--- config.mk ---
export PLATFORM = sky130hd
export DESIGN_NAME = motion_alarm_ctrl
export DESIGN_NICKNAME = d
export VERILOG_FILES = /design/src/rtl/motion_alarm_ctrl.sv
export SDC_FILE = /design/constraint.sdc
export NUM_CORES = 1
export LEC_CHECK = 0
export ABC_AREA = 1
export CAP_MARGIN = 20
export CELL_PAD_IN_SITES_DETAIL_PLACEMENT = 0
export CELL_PAD_IN_SITES_GLOBAL_PLACEMENT = 1
export CORE_ASPECT_RATIO = 2
export CORE_UTILIZATION = 38
export CTS_CLUSTER_SIZE = 14
export DETAILED_ROUTE_END_ITERATION = 8
export PLACE_DENSITY = 0.89
export SLEW_MARGIN = 20
export SYNTH_ARGS = -nofsm -noshare
export SYNTH_HDL_FRONTEND = slang
export SYNTH_SLANG_ARGS = --single-unit
--- constraint.sdc ---
create_clock -name clk -period 2.2 [get_ports clk]
set_input_delay 0.44 -clock clk [delete_from_list [all_inputs] [get_ports clk]]
set_output_delay 0.44 -clock clk [all_outputs]
set_load 0.03 [all_outputs]
--- src/rtl/motion_alarm_ctrl.sv ---
// Motion alarm controller: per-sensor debounce, 2-of-3 / strong-reading trip,
// latched alarm with operator acknowledge and a cooldown before re-arming.
module motion_alarm_ctrl #(
  parameter int THRESHOLD      = 50,
  parameter int HIGH_THRESHOLD = 85,
  parameter int VOTES          = 2,
  parameter int DEBOUNCE       = 4,
  parameter int COOLDOWN       = 256
) (
  input  logic        clk,
  input  logic        rst_n,
  input  logic        turn,
  input  logic        stop_alarm,
  input  logic [6:0]  pir_sensor_1,
  input  logic [6:0]  pir_sensor_2,
  input  logic [6:0]  pir_sensor_3,
  output logic        alarm,
  output logic [1:0]  state,
  output logic [2:0]  qualified,
  output logic [2:0]  sensor_fault,
  output logic [15:0] motion_count
);

  localparam int              CD_W    = (COOLDOWN > 1) ? $clog2(COOLDOWN) : 1;
  localparam logic [6:0]      TH_L    = 7'(THRESHOLD);
  localparam logic [6:0]      HI_L    = 7'(HIGH_THRESHOLD);
  localparam logic [6:0]      MAX_RD  = 7'd99;
  localparam logic [3:0]      DB_L    = 4'(DEBOUNCE);
  localparam logic [1:0]      VOTES_L = 2'(VOTES);
  localparam logic [CD_W-1:0] CD_LOAD = CD_W'(COOLDOWN - 1);

  typedef enum logic [1:0] {
    S_IDLE  = 2'd0,
    S_ARMED = 2'd1,
    S_ALARM = 2'd2,
    S_COOL  = 2'd3
  } state_e;

  state_e          state_q, state_d;
  logic            alarm_q, alarm_d;
  logic [CD_W-1:0] cd_q, cd_d;
  logic [15:0]     cnt_q, cnt_d;
  logic [2:0][3:0] qcnt_q, qcnt_d;
  logic [2:0]      fault_q;

  logic [2:0][6:0] rd;
  logic [2:0]      hot, high, fault, qual;
  logic [1:0]      votes;
  logic            trip;
  logic            hold_clr;

  assign rd = {pir_sensor_3, pir_sensor_2, pir_sensor_1};

  always_comb begin
    for (int i = 0; i < 3; i++) begin
      fault[i] = rd[i] > MAX_RD;
      hot[i]   = (rd[i] >= TH_L) && !fault[i];
      high[i]  = rd[i] >= HI_L;
      qual[i]  = qcnt_q[i] == DB_L;
    end
    votes = 2'(qual[0]) + 2'(qual[1]) + 2'(qual[2]);
    trip  = (votes >= VOTES_L) || (|(qual & high));
  end

  // Debounce counters only run while the system is armed or alarming.
  always_comb begin
    hold_clr = !turn || (state_q == S_IDLE) || (state_q == S_COOL);
    for (int i = 0; i < 3; i++) begin
      qcnt_d[i] = '0;
      if (!hold_clr && hot[i]) begin
        qcnt_d[i] = (qcnt_q[i] == DB_L) ? DB_L : qcnt_q[i] + 4'd1;
      end
    end
  end

  always_comb begin
    state_d = state_q;
    alarm_d = alarm_q;
    cd_d    = cd_q;
    cnt_d   = cnt_q;
    if (!turn) begin
      state_d = S_IDLE;
      alarm_d = 1'b0;
      cd_d    = '0;
    end else begin
      case (state_q)
        S_IDLE: state_d = S_ARMED;
        S_ARMED: begin
          if (trip) begin
            state_d = S_ALARM;
            alarm_d = 1'b1;
            if (cnt_q != 16'hFFFF) cnt_d = cnt_q + 16'd1;
          end
        end
        S_ALARM: begin
          if (stop_alarm) begin
            state_d = S_COOL;
            alarm_d = 1'b0;
            cd_d    = CD_LOAD;
          end
        end
        S_COOL: begin
          if (cd_q == '0) state_d = S_ARMED;
          else            cd_d    = cd_q - 1'b1;
        end
        default: state_d = S_IDLE;
      endcase
    end
  end

  always_ff @(posedge clk or negedge rst_n) begin
    if (!rst_n) begin
      state_q <= S_IDLE;
      alarm_q <= 1'b0;
      cd_q    <= '0;
      cnt_q   <= '0;
      qcnt_q  <= '0;
      fault_q <= '0;
    end else begin
      state_q <= state_d;
      alarm_q <= alarm_d;
      cd_q    <= cd_d;
      cnt_q   <= cnt_d;
      qcnt_q  <= qcnt_d;
      fault_q <= fault;
    end
  end

  assign alarm        = alarm_q;
  assign state        = state_q;
  assign qualified    = qual;
  assign sensor_fault = fault_q;
  assign motion_count = cnt_q;

endmodule

Word-level counts from Yosys, hierarchy flattened

Cells that the tools add are included.

$add $sub $neg: 7
Order comparisons: 10
Eq/ne operators: 13
Mux-type cells: 19
Bitwise operators: 1
Reductions and logical operators: 21

Operators by type and width:

| operator                                                               | number |
|---|---|
| 4-bit two-way mux                                                      | 6 |
| 8-bit two-way mux                                                      | 3 |
| 7-bit by 6-bit >= comparator with 1-bit output (second input constant) | 3 |
| 7-bit >= comparator (second input constant)                            | 3 |
| 7-bit > comparator (second input constant)                             | 3 |
| 16-bit by 1-bit adder with 16-bit output (second input constant)       | 1 |
| 16-bit != test (second input constant)                                 | 1 |
| 8-bit case mux with 2 select lines                                     | 1 |
| 4-bit by 1-bit adder with 4-bit output (second input constant)         | 3 |
| 4-bit by 3-bit equality test with 1-bit output (second input constant) | 3 |
| 3-bit != test (second input constant)                                  | 3 |
| 3-bit AND reduction                                                    | 3 |
| 8-bit zero test                                                        | 1 |
| 2-bit two-way mux                                                      | 4 |
| 2-bit case mux with 4 select lines                                     | 1 |
| 8-bit by 1-bit subtractor with 8-bit output (second input constant)    | 1 |
| 1-bit logical AND                                                      | 6 |
| 3-bit by 1-bit != test with 1-bit output (second input constant)       | 2 |
| 1-bit zero test                                                        | 5 |
| 2-bit equality test (second input constant)                            | 2 |
| 4-bit AND reduction                                                    | 1 |
| 3-bit AND                                                              | 1 |
| 1-bit logical OR                                                       | 3 |
| 1-bit two-way mux                                                      | 3 |
| other kinds (8)                                                        | 8 |

Bits in registers: 42
Input bits: 25
Output and inout port bits: 25

Longest topological paths before layout

Gate-level depths: netlist (run 1).

Depth after elaboration: 8
Depth in mapped cells: 14

Worst setup path after synthesis (run 1)

OpenSTA, ideal clock, no wires.

Path type: flip-flop to flip-flop
Start point: register qcnt_q[8] (netlist name)
End point: register cnt_q[8], in the netlist motion_count[8]
Library setup time: 0.118 ns
Arrival time: 2.030 ns
Data required time: 2.082 ns
Path slack: 0.051 ns
Stages on the path, launching flop included: 15
Path buffers: 1
Clock period less this slack: 2.149 ns
Cell sequence: dfrtp_1 > inv_1 > ha_1 > nand2_1 > nor2_2 > ha_1 > inv_1 > o21ai_2 > inv_1 > nand2_1 > nor2_2 > nor2_4 > buf_6 > nand4_1 > nand2_1

Longest elaborated chain between the ends: 5
Elaborated cells between the ends (all ways): 7
Classes of those cells: 1 x add/sub; 1 x order compare; 1 x eq/ne; 1 x bitwise; 3 x reduce/logical

RTL lines:

| what                                                                       | line   | text |
|---|---|---|
| start: declaration                                                         | 43     | `logic [2:0][3:0] qcnt_q, qcnt_d;` |
| start signal: assignment                                                   | 124    | `qcnt_q <= qcnt_d;` |
| 4-bit by 3-bit equality test with 1-bit output *                           | 59     | `qual[i] = qcnt_q[i] == DB_L;` |
| net qualified[2]                                                           | 19     | `output logic [2:0] qualified,` |
| 2-bit by 1-bit adder with 2-bit output / 3-bit AND (equally long branches) | 61, 62 |  |
| 2-bit >= comparator / 3-bit OR reduction (equally long branches)           | 62     | `trip = (votes >= VOTES_L) \|\| (\|(qual & high));` |
| 1-bit logical OR *                                                         | 62     |  |
| 4-bit AND reduction (no source line) *                                     | -      |  |
| end signal: assignment                                                     | 123    | `cnt_q <= cnt_d;` |
| end: declaration                                                           | 42     | `logic [15:0] cnt_q, cnt_d;` |

The timed path passes the listed nets; every way through them passes the cells marked *.
A chain may end at the register's enable or synchronous reset.

Worst setup path in the final report (run 1)

Start point: register qcnt_q[8] (netlist name)
End point: register cnt_q[8], in the netlist motion_count[8]

Longest elaborated chain between the ends: 5
Elaborated cells between the ends (all ways): 7
Classes of those cells: 1 x add/sub; 1 x order compare; 1 x eq/ne; 1 x bitwise; 3 x reduce/logical

RTL lines:

| what                                                                       | line |
|---|---|
| 4-bit by 3-bit equality test with 1-bit output *                           | 59 |
| 2-bit by 1-bit adder with 2-bit output / 3-bit AND (equally long branches) | 61, 62 |
| 2-bit >= comparator / 3-bit OR reduction (equally long branches)           | 62 |
| 1-bit logical OR *                                                         | 62 |
| 4-bit AND reduction (no source line) *                                     | - |

Mark *: on every way between the ends. The rest lies on a longest branch, timed or not.

==> results.md, run 1 <==
- Status: finished, final reports clean
- H-tree depth: 2
- Gr usage total: 20.2%
- Achievable Freq: 0.482 GHz
- Clock Tree Root: clkbuf_16
- Reg2Reg Setup Slack: around 130 ps
- Share of cells above drive strength 1: roughly 13%
- Wire per inst: 13.3 um
- Synthesis Warnings: 0
- Worst hold path class: in2async
- Reg2Reg Depth: 15
- Floorplan row count: 42
- Post-synthesis cell area: ~0.0026 mm2
- Clk sinks: 42
- Async set-reset flop share out of synthesis: 100%
- Clk slew on worst S/H paths: about 60 ps
- GRT overflow: 0
- Reg-to-Reg End: motion_count[8]
- Synthesized flop and latch total: 42
- Port Buffers: between 40 and 50
- Commonest register cell after synthesis: dfrtp_1
- Die ar.: roughly 0.0073 mm2
- WP data arrival: between 2000 and 2500 ps
- Clk buf depth: 2
- Most frequent cells in the layout: nand2_1, inv_1, clkdlybuf4s50_1
- Max-slew headroom: about 65%
- Max_cap viols: 0
- Fin. max-slew vios: 0
- DRT iter0 DRCs: just under 90
- Commonest non-fill, non-tap cell in the layout: nand2_1
- Placer Congestion: slightly below 0.9
- DP HPWL: around 5200 um
- Antenna diodes: 0
- LEAKAGE: between 0.0015 and 0.002 uW
- CTS tree: done
- Worst Setup End Kind: flip-flop
- Skew-Pair Late Insertion Delay: 290 ps
- Initial Utilization: 39.5%
- Global-route wire length before repair: around 11000 um
- Num CTS Buffers: 5
- Sequential area share after synthesis: 39.9%
- Antenna Nets Post-Route: 0
- Clock skew: a little over 4 ps
- CP Launch Type: flip-flop
- Final setup violation count: 0
- Final total power: approximately 2500 uW
- Worst slew pin tran: around 520 ps
- IO Count: 50
- Vias in the first global route: 2500
- Remaining DRCs: 0
- Core area: around 0.0067 mm2
- Area Overhead vs Synth: 34.2%
- Final wirelength: 6580 um
- Count of final hold-check violations: 0
- Crit-path max FO: 7
- Die height: 120 um
- Die width: 60.9 um
- Cells after synthesis: between 300 and 400
- Final Critical Period: about 2100 ps
- Via-to-Cell Ratio: 4.97
- Post-synth net total: between 300 and 400
- Dpl cells: roughly 480
- Peak supply drop: 0.583 mV
- Final core utilization: between 50 and 60%
- Syn Area/Cell: around 7.7 um2
- R2R Path Start: qcnt_q[8]
- Nets: between 400 and 500
- Final Cycle Share: between 90% and 100%
- Initial antenna violation count: 0
- Pwr per Cell Area: 711 mW/mm2
- Largest net degree at the start of global routing: 26
- Critical path class: reg2reg
- Non-filler instance count after layout: between 400 and 500
- CP required: around 2400 ps
- Number of synthesized flops with an enable pin: 0
- Yosys cell types: 29
- Routed vias: 2463
- 1st-pass router iterations: 4
[routing by layer]
| layer | vias to the layer above | GRT usage, % | wire length (um) |
|---|---|---|---|
| li1 | 1218 | - | - |
| met1 | 1159 | 18.7 | 2250 |
| met2 | 62 | 38.0 | 3770 |
| met3 | 24 | 3.56 | 198 |
| met4 | 0 | 11.9 | 356 |
| met5 | - | 0 | 0 |
[timing repair]
action,in CTS,in global routing
hold buffers,0,0
cloned,0,2
pin swaps,0,3
buffers inserted,0,3
gates resized for setup,3,7
endpoints found under the setup margin,3,5
[critical path, cell delays in order (launching register included)]
cell     delay (ps)
dfrtp_1         390
inv_1            70
ha_1            200
nand2_2          90
nor2_4           50
ha_1            270
inv_1            40
o21ai_2         120
inv_1            50
nand2_1          70
nor2_2           60
nor2_4          200
buf_12          160
nand3_1          70
nand2_1          80
nand2_1          50
[power breakdown]
group          internal (uW)  switching (uW)  leakage, uW
Combinational            324             470      0.00106
Sequential               879            95.3     0.000525
Clock                    450             294    0.0000739
Total                   1650             859      0.00166
[cells by family (layout without fill, tap and decap cells)]
family / after synthesis / after routing / synth area share, %
AND/OR/NAND/NOR: 170 / 170 / 30.0
flip-flops: 42 / 42 / 39.9
AO/OA/AOI/OAI: 41 / 41 / 9.55
buffers and inverters: 58 / 126 / 8.88
adder cells (fa/ha/maj): 14 / 14 / 6.65
XOR/XNOR: 15 / 15 / 4.99
[sequential cells by signal, summed over array words and instances, names as in the netlist]
name	cells
alarm	1
state	2
motion_count	16
cd_q	8
qcnt_q	12
sensor_fault	3
[metrics by stage]
stage | worst slack (ps) | TNS [ps] | hold slack [ps] | instance area [um2]
global route | -1.33 | -1.33 | 166 | 3530
detailed placement | 82.1 | 0 | 453 | 3300
finish | 127 | 0 | 124 | 3530
CTS | 94.3 | 0 | 142 | 3440
floorplan | 51.5 | 0 | 144 | 2630
global placement | 143 | 0 | 443 | 3300
[area by class of cell]
type                    count  area, um2
clock buffers               7        143
clock inverters             1       5.00
fillers                   656       3140
inverters                  54        205
multi-input cells         240       1370
flip-flops and latches     42       1050
well taps                  88        110
repair buffers             64        654
[worst max-delay path by stage]
stage / cells after the start / startpoint / end
after floorplan: 14 / qcnt_q[8] / motion_count[8]
after global placement: 12 / pir_sensor_3[3] / motion_count[2]
after detailed placement: 13 / pir_sensor_3[3] / motion_count[2]
after CTS: 15 / qcnt_q[0] / motion_count[2]
after global routing: 15 / qcnt_q[8] / motion_count[10]
final: 15 / qcnt_q[8] / motion_count[8]
[cell usage after synthesis, drive strengths merged, types with 2 or more instances]
cell / n / share of area (%)
a21oi: 6 / 1.1
a31oi: 3 / 0.71
buf: 3 / 1.0
dfrtp: 42 / 40
ha: 14 / 6.7
inv: 54 / 7.7
nand2: 83 / 12
nand3: 21 / 4.4
nand3b: 6 / 2.2
nand4: 6 / 1.4
nor2: 29 / 4.8
nor3: 21 / 4.4
o21ai: 27 / 6.3
o21bai: 3 / 0.86
o31ai: 2 / 0.57
or2: 4 / 0.95
xor2: 14 / 4.7
Note: power is estimated with default switching activity, not from simulation.
==> run 2, diff against run 1 <==
--- a/config.mk
+++ b/config.mk
@@ -13,6 +13,7 @@
 export CORE_UTILIZATION = 38
 export CTS_CLUSTER_SIZE = 14
 export DETAILED_ROUTE_END_ITERATION = 8
+export MAX_ROUTING_LAYER = met4
 export PLACE_DENSITY = 0.89
 export SLEW_MARGIN = 20
 export SYNTH_ARGS = -nofsm -noshare
==> results.md, run 2 (synthesized netlist as in run 1, its figures left out) <==
- Achievable Freq: between 0.4 and 0.5 GHz
- Final Cycle Share: between 90% and 100%
- Share of cells above drive strength 1: about an eighth
- Max_cap viols: 0
- Final core utilization: 52.9%
- 1st-pass router iterations: 4
- Wire per inst: ~13 um
- Peak supply drop: 0.585 mV
- Largest net degree at the start of global routing: 26
- Antenna diodes: 0
- Commonest non-fill, non-tap cell in the layout: nand2_1
- Remaining DRCs: 0
- Critical path class: reg2reg
- Combinational fraction of design power: 31.6%
- Worst slew pin tran: 528 ps
- Initial antenna violation count: 0
- Int Pwr: 1650 uW
- DP HPWL: a little over 5000 um
- LEAKAGE: 0.00166 uW
- Vias in the first global route: about 2500
- Met1 Track Usage GR: a little under a fifth
- Antenna Nets Post-Route: 0
- Final Critical Period: between 2000 and 2500 ps
- Sequential share of power: between 30% and 40%
- Fin. max-slew vios: 0
- IO Count: 50
- Worst Setup End Kind: flip-flop
- CP required: between 2000 and 2500 ps
- Die ar.: roughly 0.0073 mm2
- Most frequent cells in the layout: nand2_1, inv_1, clkdlybuf4s50_1
- Layer with the highest usage: met2
- Placer Congestion: a little under 0.9
- Gr usage total: just over 20%
- TNS Setup: 0 ps
- H-tree depth: 2
- Worst hold path class: in2async
- Filler Cells Inserted: roughly 660
- Final setup violation count: 0
- Clk slew on worst S/H paths: 60 ps
- Nets: ~450
- Routed vias: 2477
- Clock Power Share: 29.7%
- Initial Utilization: around two fifths
- Crit-path max FO: 7
- Status: finished, final reports clean
- Hold_buf cts: 0
- DRT iter0 DRCs: ~110
- Skew-Pair Late Insertion Delay: roughly 290 ps
- Switching Fraction: approximately 34%
- Count of final hold-check violations: 0
- Num CTS Buffers: 5
- CTS tree: done
- GR Util met3: under 10%
- Floorplan row count: 42
- Core area: 0.00667 mm2
- Max-slew headroom: between 60% and 70%
- Clk sinks: 42
- Max FFs per register: 16
- NetSw: 866 uW
- Clock Tree Root: clkbuf_16
- Pwr per Cell Area: roughly 700 mW/mm2
- Port Buffers: 49
- Clock skew: 4.67 ps
- Met2 usage: between 30% and 40%
- Final wirelength: 6640 um
- CP Launch Type: flip-flop
- Via-to-Cell Ratio: 4.99
- Die height: 120 um
- WP data arrival: approximately 2200 ps
- Global-route wire length before repair: roughly 11000 um
- Die width: 60.9 um
- Area Overhead vs Synth: 34.1%
- Clk buf depth: 2
- GRT overflow: 0
run 2: what timing repair did:
action / 4_1_cts / 5_1_grt
gates cloned: 0 / 2
endpoints found under the setup margin: 3 / 5
setup buffers: 0 / 3
gates resized for setup: 3 / 6
pin swaps: 0 / 3
run 2: power by group through the flow:
stage	registers (uW)	logic, uW	clock network (uW)
after global routing	994	905	786
after global placement	985	765	0
final	974	797	748
after floorplan	1040	416	0
after CTS	977	787	769
after detailed placement	990	784	0
run 2: metal layers:
| metal | wire length [um] | up-vias |
|---|---|---|
| li1 | - | 1218 |
| met1 | 2340 | 1166 |
| met2 | 3790 | 71 |
| met3 | 184 | 22 |
| met4 | 335 | 0 |
| met5 | 0 | - |
run 2: path summary, 6_finish.rpt:
check	end	start	cells past startpoint	slack, ps
worst max-delay path	motion_count[8]	qcnt_q[8]	15	140
worst min-delay path	motion_count[13]	rst_n	1	130
worst max register to register	motion_count[8]	qcnt_q[8]	15	140
worst min register to register	qcnt_q[4]	qcnt_q[4]	1	500
max in group asynchronous	motion_count[11]	rst_n	2	1570
min in group clk	qcnt_q[4]	qcnt_q[4]	1	500
run 2: layout make-up:
class,count,area (um2),area share (%)
Timing Repair Buffer,64,654,18.5
Multi-Input combinational cell,240,1370,38.7
Tap cell,88,110,3.12
Clock buffer,7,143,4.04
Inverter,54,203,5.74
Sequential cell,42,1050,29.8
Clock inverter,1,5.00,0.142
run 2: critical path, cell delays in order, from the launching register on:
cell and delay, ps:
dfrtp_1 390, inv_1 60, ha_1 200, nand2_2 90
nor2_4 50, ha_1 270, inv_1 40, o21ai_2 120
inv_1 50, nand2_1 70, nor2_2 60, nor2_4 200
buf_12 150, nand3_1 70, nand2_1 70, nand2_1 50
run 2: metrics by stage:
stage	std cells	hold WS [ps]	power (uW)	setup slack [ps]	instance area [um2]
floorplan	340	144	1450	51.5	2630
detailed placement	483	453	1770	82.1	3300
finish	496	126	2520	140	3530
global placement	483	443	1750	143	3300
global route	496	166	2680	-1.91	3530
CTS	491	142	2530	94.3	3440
==> run 3, diff against run 2 <==
==> constraint.sdc (replaced) <==
create_clock -name clk -period 2.2 [get_ports clk]
set_input_delay 0.44 -clock clk [delete_from_list [all_inputs] [get_ports clk]]
set_output_delay 0.44 -clock clk [all_outputs]
set_load 0.05 [all_outputs]
==> results.md, run 3 (synthesized netlist as in run 1, its figures left out) <==
- Max-slew headroom: 63.3%
- LEAKAGE: approximately 0.0016 uW
- Final total power: ~2600 uW
- CTS tree: done
- Critical path class: reg2reg
- Achievable Freq: a little under 0.5 GHz
- Clk slew on worst S/H paths: about 60 ps
- Peak supply drop: 0.911 mV
- Most frequent cells in the layout: nand2_1, inv_1, clkdlybuf4s50_1
- Port Buffers: 49
- Clock skew: about 5.7 ps
- Clk sinks: 42
- Max_cap viols: 0
- Routed vias: between 2000 and 2500
- Remaining DRCs: 0
- Gr usage total: around a fifth
- Vias in the first global route: about 2400
- Crit-path max FO: 12
- Final Critical Period: 2050 ps
- Final Cycle Share: around 93%
- DRT iter0 DRCs: ~110
- Final wirelength: slightly above 6000 um
- Area Overhead vs Synth: 32.4%
- Floorplan row count: 42
- 1st-pass router iterations: 4
- WP data arrival: 2230 ps
- Num CTS Buffers: 5
- CP Launch Type: flip-flop
- Non-filler instance count after layout: 492
- Commonest non-fill, non-tap cell in the layout: nand2_1
- Clock Tree Root: clkbuf_16
- Status: finished, final reports clean
- TNS Setup: 0 ps
- Global-route wire length before repair: between 10000 and 15000 um
- DP HPWL: 4860 um
- Fin. max-slew vios: 0
- Wire per inst: ~13 um
- Max FFs per register: 16
- Largest net degree at the start of global routing: 43
- Die height: about 120 um
- Clk buf depth: 2
- Share of cells above drive strength 1: 12.1%
- Worst hold path class: in2async
- Dpl cells: 480
- GRT overflow: 0
- IO Count: 50
- Core area: about 0.0067 mm2
- Initial antenna violation count: 0
- Antenna Nets Post-Route: 0
- Via-to-Cell Ratio: ~4.8
- Worst Setup End Kind: flip-flop
- CP required: 2370 ps
- Final setup violation count: 0
- Skew-Pair Late Insertion Delay: between 200 and 300 ps
- Nets: between 400 and 500
- RSZ-0062 raised after global routing: false
- H-tree depth: 2
- Final core utilization: 52.2%
- Placer Congestion: around 0.82
- Count of final hold-check violations: 0
- Antenna diodes: 0
- Pwr per Cell Area: approximately 750 mW/mm2
- Die ar.: around 0.0073 mm2
- Worst slew pin tran: 551 ps
- Die width: roughly 61 um
- Initial Utilization: 39.5%
[run 3: changes by cell type in the layout (fill, tap and decap cells not counted), sizes merged]
cell / previous run / this run
bufinv: 0 / 1
clkbuf: 9 / 6
clkinv: 1 / 2
dlygate4sd2: 3 / 0
[run 3: what timing repair did]
action	CTS	global route
resized for setup	0	2
endpoints found under the setup margin	0	7
hold buffers	0	0
setup buffers	0	3
[run 3: stage by stage]
step                instance area (um2)  hold slack [ps]  setup WS, ps
detailed placement                 3270              490           122
global route                       3490              276          7.49
global placement                   3270              475           154
CTS                                3430              247           113
finish                             3490              221           146
floorplan                          2640              144          90.3
[run 3: final cells by class]
cell class	count	area (um2)
tap	88	110
clock buffer	5	125
fill	657	3190
clock inverter	3	40.0
timing repair buffer	60	591
multi-input combinational	240	1370
sequential	42	1050
inverter	54	203
[run 3: final timing paths]
path | to | slack (ps) | start | depth (start not counted)
setup / recovery | motion_count[15] | 150 | qcnt_q[0] | 15
hold / removal | motion_count[14] | 220 | rst_n | 2
setup reg to reg | motion_count[15] | 150 | qcnt_q[0] | 15
hold reg to reg | qcnt_q[4] | 500 | qcnt_q[4] | 1
max in group asynchronous | motion_count[5] | 1590 | rst_n | 2
min in group clk | qcnt_q[4] | 500 | qcnt_q[4] | 1
[run 3: worst max-delay path, cell delays in order (launching register included)]
cell,delay (ps)
dfrtp_1,400
inv_1,70
ha_1,160
nand2_2,80
nor2_4,140
ha_1,230
inv_1,60
o21ai_2,60
inv_1,50
nand2_1,70
nor2_4,140
nor2_4,60
buf_4,130
clkbuf_16,160
nand2_1,80
o21ai_2,50
[run 3: where the power goes]
group	internal [uW]	switching, uW	total (uW)
registers	879	95.8	975
logic	296	511	807
clock network	531	298	829
[run 3: per-layer routing]
metal	track usage, %	wire length, um
met2	34.1	3460
met3	2.37	175
met5	-	0
met4	8.95	197
met1	19.8	2350
